`src/rtl/forward_stall_ctrl.sv`:
```
// forward_stall_ctrl: EX-stage forwarding select generation, load-use and
// multiply/divide hazard stall detection, and a one-deep MD scoreboard.
// Selects are computed in ID and registered into EX with the instruction.
module forward_stall_ctrl #(
    parameter int REG_BITS   = 5,
    parameter int MD_LATENCY = 4
) (
    input  logic                Clk,
    input  logic                Rst,
    input  logic                id_valid,
    input  logic [REG_BITS-1:0] id_rs,
    input  logic [REG_BITS-1:0] id_rt,
    input  logic                id_uses_rs,
    input  logic                id_uses_rt,
    input  logic [REG_BITS-1:0] id_rd,
    input  logic                id_regwrite,
    input  logic                id_is_md,
    input  logic [REG_BITS-1:0] id_md_rd,
    input  logic [REG_BITS-1:0] ex_rd,
    input  logic                ex_regwrite,
    input  logic                ex_memread,
    input  logic [REG_BITS-1:0] mem_rd,
    input  logic                mem_regwrite,
    output logic [1:0]          fwd_a_sel,
    output logic [1:0]          fwd_b_sel,
    output logic                stall,
    output logic                md_busy,
    output logic                md_wb,
    output logic [REG_BITS-1:0] md_wb_rd
);

    localparam int CW = 4;
    localparam logic [CW-1:0] LAT = CW'(MD_LATENCY);

    // Forwarding mux encodings
    localparam logic [1:0] SEL_RF  = 2'b00;
    localparam logic [1:0] SEL_EX  = 2'b01;
    localparam logic [1:0] SEL_MEM = 2'b10;
    localparam logic [1:0] SEL_MD  = 2'b11;

    typedef enum logic [0:0] {S_IDLE = 1'b0, S_BUSY = 1'b1} state_t;

    state_t              r_state, w_state_nxt;
    logic [CW-1:0]       r_cnt, w_cnt_nxt;
    logic [REG_BITS-1:0] r_md_rd, w_md_rd_nxt;
    logic                r_md_wb, w_md_wb_nxt;
    logic [REG_BITS-1:0] r_md_wb_rd, w_md_wb_rd_nxt;
    logic [1:0]          r_fwd_a, r_fwd_b;
    logic [1:0]          w_fwd_a_nxt, w_fwd_b_nxt;

    logic w_use_rs, w_use_rt;
    logic w_load_use, w_md_raw, w_md_struct, w_md_waw;
    logic w_stall, w_md_issue;
    logic w_busy;

    // Register $0 is hardwired, so it never matches a producer.
    function automatic logic f_match(input logic [REG_BITS-1:0] r,
                                     input logic [REG_BITS-1:0] d);
        return (d != '0) && (r == d);
    endfunction

    // Newest producer wins: EX, then MEM, then an MD result landing next cycle.
    function automatic logic [1:0] f_sel(input logic                used,
                                         input logic [REG_BITS-1:0] src,
                                         input logic                ex_w,
                                         input logic [REG_BITS-1:0] ex_d,
                                         input logic                mem_w,
                                         input logic [REG_BITS-1:0] mem_d,
                                         input logic                md_ready,
                                         input logic [REG_BITS-1:0] md_d);
        logic [1:0] s;
        s = SEL_RF;
        if (used) begin
            if (ex_w && f_match(src, ex_d))
                s = SEL_EX;
            else if (mem_w && f_match(src, mem_d))
                s = SEL_MEM;
            else if (md_ready && f_match(src, md_d))
                s = SEL_MD;
        end
        return s;
    endfunction

    assign w_busy   = (r_state == S_BUSY);
    assign w_use_rs = id_valid && id_uses_rs;
    assign w_use_rt = id_valid && id_uses_rt;

    // Hazard detection; each term only matters for a real instruction in ID.
    always_comb begin
        w_load_use  = 1'b0;
        w_md_raw    = 1'b0;
        w_md_struct = 1'b0;
        w_md_waw    = 1'b0;
        if (id_valid) begin
            // Load data is not available until MEM, one cycle too late for EX.
            w_load_use = ex_memread && ex_regwrite &&
                         ((w_use_rs && f_match(id_rs, ex_rd)) ||
                          (w_use_rt && f_match(id_rt, ex_rd)));
            // MD result is forwardable only once cnt reaches 2.
            w_md_raw = w_busy && (r_cnt > 4'd2) &&
                       ((w_use_rs && f_match(id_rs, r_md_rd)) ||
                        (w_use_rt && f_match(id_rt, r_md_rd)));
            // Single MD unit: a new op may issue only in the last busy cycle.
            w_md_struct = id_is_md && w_busy && (r_cnt > 4'd1);
            // A normal write must not land before the older MD write.
            w_md_waw = id_regwrite && w_busy && (r_cnt > 4'd1) &&
                       f_match(id_rd, r_md_rd);
        end
    end

    assign w_stall    = w_load_use || w_md_raw || w_md_struct || w_md_waw;
    assign w_md_issue = id_valid && id_is_md && !w_stall;

    // Next forwarding selects; a stall or empty ID slot injects a bubble.
    always_comb begin
        w_fwd_a_nxt = SEL_RF;
        w_fwd_b_nxt = SEL_RF;
        if (id_valid && !w_stall) begin
            w_fwd_a_nxt = f_sel(w_use_rs, id_rs, ex_regwrite, ex_rd,
                                mem_regwrite, mem_rd,
                                w_busy && (r_cnt == 4'd2), r_md_rd);
            w_fwd_b_nxt = f_sel(w_use_rt, id_rt, ex_regwrite, ex_rd,
                                mem_regwrite, mem_rd,
                                w_busy && (r_cnt == 4'd2), r_md_rd);
        end
    end

    // MD scoreboard next state; the counter runs regardless of stall.
    always_comb begin
        w_state_nxt    = r_state;
        w_cnt_nxt      = r_cnt;
        w_md_rd_nxt    = r_md_rd;
        w_md_wb_nxt    = 1'b0;
        w_md_wb_rd_nxt = r_md_wb_rd;
        case (r_state)
            S_IDLE: begin
                if (w_md_issue) begin
                    w_state_nxt = S_BUSY;
                    w_cnt_nxt   = LAT;
                    w_md_rd_nxt = id_md_rd;
                end
            end
            S_BUSY: begin
                if (r_cnt == 4'd2) begin
                    w_md_wb_nxt    = 1'b1;
                    w_md_wb_rd_nxt = r_md_rd;
                end
                if (r_cnt <= 4'd1) begin
                    // Last busy cycle: either retire or accept a back-to-back op.
                    if (w_md_issue) begin
                        w_state_nxt = S_BUSY;
                        w_cnt_nxt   = LAT;
                        w_md_rd_nxt = id_md_rd;
                    end else begin
                        w_state_nxt = S_IDLE;
                        w_cnt_nxt   = '0;
                    end
                end else begin
                    w_cnt_nxt = r_cnt - 4'd1;
                end
            end
            default: begin
                w_state_nxt = S_IDLE;
                w_cnt_nxt   = '0;
            end
        endcase
    end

    // State and output registers; reset drops any outstanding MD op.
    always_ff @(posedge Clk) begin
        if (Rst) begin
            r_state    <= S_IDLE;
            r_cnt      <= '0;
            r_md_rd    <= '0;
            r_md_wb    <= 1'b0;
            r_md_wb_rd <= '0;
            r_fwd_a    <= SEL_RF;
            r_fwd_b    <= SEL_RF;
        end else begin
            r_state    <= w_state_nxt;
            r_cnt      <= w_cnt_nxt;
            r_md_rd    <= w_md_rd_nxt;
            r_md_wb    <= w_md_wb_nxt;
            r_md_wb_rd <= w_md_wb_rd_nxt;
            r_fwd_a    <= w_fwd_a_nxt;
            r_fwd_b    <= w_fwd_b_nxt;
        end
    end

    assign fwd_a_sel = r_fwd_a;
    assign fwd_b_sel = r_fwd_b;
    assign stall     = w_stall;
    assign md_busy   = w_busy;
    assign md_wb     = r_md_wb;
    assign md_wb_rd  = r_md_wb_rd;

endmodule
```
`config.mk`:
```
export PLATFORM = sky130hd
export DESIGN_NAME = forward_stall_ctrl
export DESIGN_NICKNAME = d
export VERILOG_FILES = /design/src/rtl/forward_stall_ctrl.sv
export SDC_FILE = /design/constraint.sdc
export NUM_CORES = 1
export LEC_CHECK = 0
export BUFFER_PORTS_ARGS = -buffer_cell sky130_fd_sc_hd__buf_2
export CAP_MARGIN = 40
export CORE_ASPECT_RATIO = 0.7
export CORE_MARGIN = 8
export CORE_UTILIZATION = 30
export DETAILED_ROUTE_END_ITERATION = 8
export GPL_ROUTABILITY_DRIVEN = 0
export PLACE_DENSITY = 0.58
export SETUP_SLACK_MARGIN = 0.4
export SLEW_MARGIN = 10
export SYNTH_ARGS = -nofsm -noshare
export SYNTH_HDL_FRONTEND = slang
export SYNTH_SLANG_ARGS = --single-unit
```
`constraint.sdc`:
```
create_clock -name Clk -period 6.34 [get_ports Clk]
set_input_delay 0.634 -clock Clk [delete_from_list [all_inputs] [get_ports Clk]]
set_output_delay 0.634 -clock Clk [all_outputs]
set_load 0.03 [all_outputs]
```
* After elaboration in Yosys (flattened, before gate mapping)
Cells that the tools add are included.
Operators by class: equal/unequal tests 10, muxes and demuxes 21, order comparisons 3, add/sub/neg operators 1, reductions and logical operators 47, bitwise operators 4
Operators by type and width (count):
- $eq 5x5->1 | 7
- $logic_and 1x1->1 | 32
- $reduce_bool 5->1 | 3
- $mux 5 | 2
- $pmux 5 s2 | 1
- $mux 1 | 9
- $mux 2 | 4
- $mux 4 | 2
- $pmux 4 s2 | 1
- $reduce_or 4->1 | 2
- $reduce_or 3->1 | 2
- $logic_or 1x1->1 | 5
- $eq 4x2->1 const B | 1
- $gt 4x1->1 const B | 1
- $gt 4x2->1 const B | 1
- $le 4x1->1 const B | 1
- $not 1->1 | 4
- $sub 4x1->4 const B | 1
- $mux 3 | 1
- $ne 2x1->1 const B | 1
- $ne 2x2->1 const B | 1
- $pmux 1 s2 | 1
- $reduce_and 2->1 | 1
- $reduce_or 2->1 | 1
- $logic_not 1->1 | 1
Storage, ports and cells: output and inout port bits 12, input bits 40, logic and storage cells 95, bits in registers 20

* Longest topological paths before layout
depth in word-level cells 14, depth in mapped cells 7, depth with buffers taken out 7

* Least setup slack after synthesis
Ideal clock, no wire load.
kind input port to output port, from input port ex_rd[1], to output port stall, arrival 2253 ps, required time 5706 ps, setup slack 3453 ps, path buffers 0, stages on the path 6, cell sequence xor2_1 nor4_1 nand4b_1 nor2_1 nor3_1 a21boi_0
Between the ends: longest elaborated chain between the ends 9, elaborated cells on any way between the ends 13, classes of those cells 2 x eq/ne; 1 x mux; 10 x reduce/logical
Ends and longest elaborated chain:
- start: declaration | line 19 | input logic [REG_BITS-1:0] ex_rd,
- $eq 5x5->1 / $reduce_bool 5->1 (equally long branches) | line 59 | return (d != '0) && (r == d);
- $logic_and 1x1->1 | line 59
- $logic_and 1x1->1, on equally long branches | line 97, 98
- $logic_or 1x1->1 * | line 97 | ((w_use_rs && f_match(id_rs, ex_rd)) ||
- $logic_and 1x1->1 * | line 96 | w_load_use = ex_memread && ex_regwrite &&
- $mux 1 * | line 94 | if (id_valid) begin
- $logic_or 1x1->1 * (3 in a row) | line 111 | assign w_stall = w_load_use || w_md_raw || w_md_struct || w_md_waw;
- end: declaration | line 26 | output logic stall,
Every way passes the cells marked *; elsewhere a longest branch is shown, timed or not.

* Worst setup path after layout
Ends and elaborated chain as after synthesis.

==> run metrics <==
WL final 3805 um; Clock Pin Slew Worst Setup and Hold Paths 80 ps; final net count 253; top_reg_cell synth dfxtp_1; Max-Slew Margin vs Limit 47.82%; Tmin final 2955 ps; Area Growth Syn to Fin 25.55%; full die area 7247 um2; Detailed Routing Iterations Pass 1 4; max cap viols 0; Startpoint Class input pin; outcome complete, no violations; multiplexer share of the synthesized area 7.024%; cell area power density 181.8 nW/um2; met2 Usage GRT 15.25%; EDFF count, synth 0; CTS root buf clkbuf_8; Crit path largest cell delay 540 ps; layout cells sized above 1 28.71%; Synth Area per Inst 8.797 um2; Worst path slowest cell or4_4; clock sinks 20; FMAX 338.4 MHz; setup TNS 0 ps; DRC Markers 0; Final Max Slew Viols 0; post-layout util 38.26%; pin count of the biggest net entering global routing 27; All-Layer GR Usage 10.49%; WP data arrival 2320 ps; Initial Util 30.47%; cells after synthesis 162; IO Pins 52; Buf/Inv on CP 2; number of DRC markers in iteration 0 50; Post-Place Cells 262; Routed Antenna Nets 0; global-route wire length before repair 6113 um; sequential element share of the synthesized area 28.09%; RSZ-0062 raised after global routing no; most frequent CP cell buf_2; vias in the first global route 1254; syn_nets 205; Die Y 73.67 um; # fillers 488; initial antenna violation count 0; area leader, netlist dfxtp_1; # hold bufs at CTS 0; Port Buffers 51; Compound-Gate Fraction of Synth Area 9.219%; register area 400.4 um2; CP delay by family, top simple AND/OR/NAND/NOR gates; Post-Synth Adder-Cell Area 2.634%; Std-Cell Rows 21; Synth Area in XOR/XNOR 21.51%; Max clock buf depth 2; Vias 1283; met3 Usage GRT 3.595%; grt met1 use 14.63%; VDD IR-drop max 0.07166 mV; chip width 98.38 um; Worst Max-Slew Pin Slew 776.9 ps; Crit. End Element output port; TritonCTS Buffers 3; Min-Delay Path Class flip-flop to flip-flop; Worst-Skew Late Latency 260 ps; Post CTS Setup Buffer Count 0; top cells by area, synth dfxtp_1, xnor2_1, xor2_1; Final Hold Viols 0; largest family of logic cells by synthesized area simple AND/OR/NAND/NOR gates; mapped cell area 1425 um2; DP HPWL 3099 um; grt peak-use layer met2; post_cts resized 0; post-route non-filler standard cell count 266; Unique masters post-synth 37; critical path class input pin to output port; final setup fails 0; CTS tree yes; post-synthesis register bit count 20; Syn. warnings 0; commonest cells in the synthesized netlist dfxtp_1, xnor2_1, xor2_1; most common cell in the netlist dfxtp_1; footprint of the multi-input gates 975.9 um2; DR WL/cell 14.30 um; vias per cell 4.823; ys async rst share 0%; maximum fanout along the worst path 3; clk_skew 4.577 ps; area fraction of the dominant cell type after synthesis 28.09%; number of diodes 0; Final Cycle Share 46.61%; Core ar. 4677 um2; Power, Total 0.3253 mW; Leakage 0.7728 nW; Synth Area in Simple Gates 28.09%; Critical Path, Cell by Cell buf_2 -> or4_4 -> nor2_4 -> nor4_2 -> a32o_2 -> nor3_1 -> a21boi_0 -> buf_2; worst endpoint required time 5710 ps; htree depth 1; GRT overflow 0
[flip-flops by register name (all words and copies together) (netlist names)]
| signal | cells |
|---|---|
| fwd_a_sel | 2 |
| fwd_b_sel | 2 |
| md_wb | 1 |
| md_wb_rd | 5 |
| md_busy | 1 |
| r_cnt | 4 |
| r_md_rd | 5 |
[power by group]
group | internal [mW] | switching (mW)
Clock | 0.0842 | 0.0431
Combinational | 0.0309 | 0.0331
Sequential | 0.129 | 0.00535
[worst register-to-register path: cells and delay by family, from the launching register on]
family          cells  cell delay [ps]
flops               1              400
compound gates      2              500
simple gates        4             1240
[cell usage in the layout, fill, tap and decap left out, types with 2 or more instances in the layout]
cell type  count
and4_1         2
a21boi_0       2
clkbuf_8       3
or3_1          5
nand2b_1      11
inv_1          4
o21ai_0        5
nor3_1         6
nor2_1         8
xor2_1        17
nand2_1        6
nand3_1        8
nand4b_1       2
buf_2         51
o21ba_1        2
dfxtp_1       20
and3_1         3
o32ai_1        3
ha_1           3
xnor2_1       18
nor4_1         4
mux2i_1       10
[logic make-up (layout without fill, tap and decap cells)]
| family | count (synthesis) | after routing |
|---|---|---|
| muxes | 10 | 10 |
| buffers and inverters | 12 | 59 |
| adders and majority gates | 3 | 3 |
| xor gates and xnor gates | 35 | 35 |
| and+or+nand+nor | 65 | 65 |
| AOI/OAI and AO/OA | 17 | 17 |
| DFF | 20 | 20 |
[routing by layer]
metal  part of all wire (%)  wire length, um
met3                    5.5              208
met1                     54             2038
met2                     41             1546
met4                   0.32               12
met5                      0                0
[final cells by class]
| cell class | count | area share (%) |
|---|---|---|
| sequential | 20 | 22.38 |
| clock inverter | 1 | 1.678 |
| tap | 57 | 3.986 |
| timing repair buffer | 51 | 14.27 |
| inverter | 4 | 0.8392 |
| clock buffer | 3 | 2.308 |
| multi-input combinational | 130 | 54.55 |
[path summary, 6_finish.rpt]
check / start / to / slack (ps) / cells after the start
min: md_wb_rd[1] / md_wb_rd[1] / 500 / 2
max: ex_rd[1] / stall / 3380 / 8
max reg2reg: r_md_rd[0] / r_cnt[1] / 4040 / 6
min reg2reg: md_wb_rd[1] / md_wb_rd[1] / 500 / 2
[through the flow]
stage	setup slack (ps)	instance area, um2	hold WS [ps]
3_3_place_gp	3410	1718	471.4
3_5_place_dp	3392	1718	479.8
2_1_floorplan	3453	1425	479.7
6_report	3385	1789	497.0
5_1_grt	3271	1789	527.0
4_1_cts	3379	1789	501.5
No activity file was read; power rests on OpenSTA's default activity.
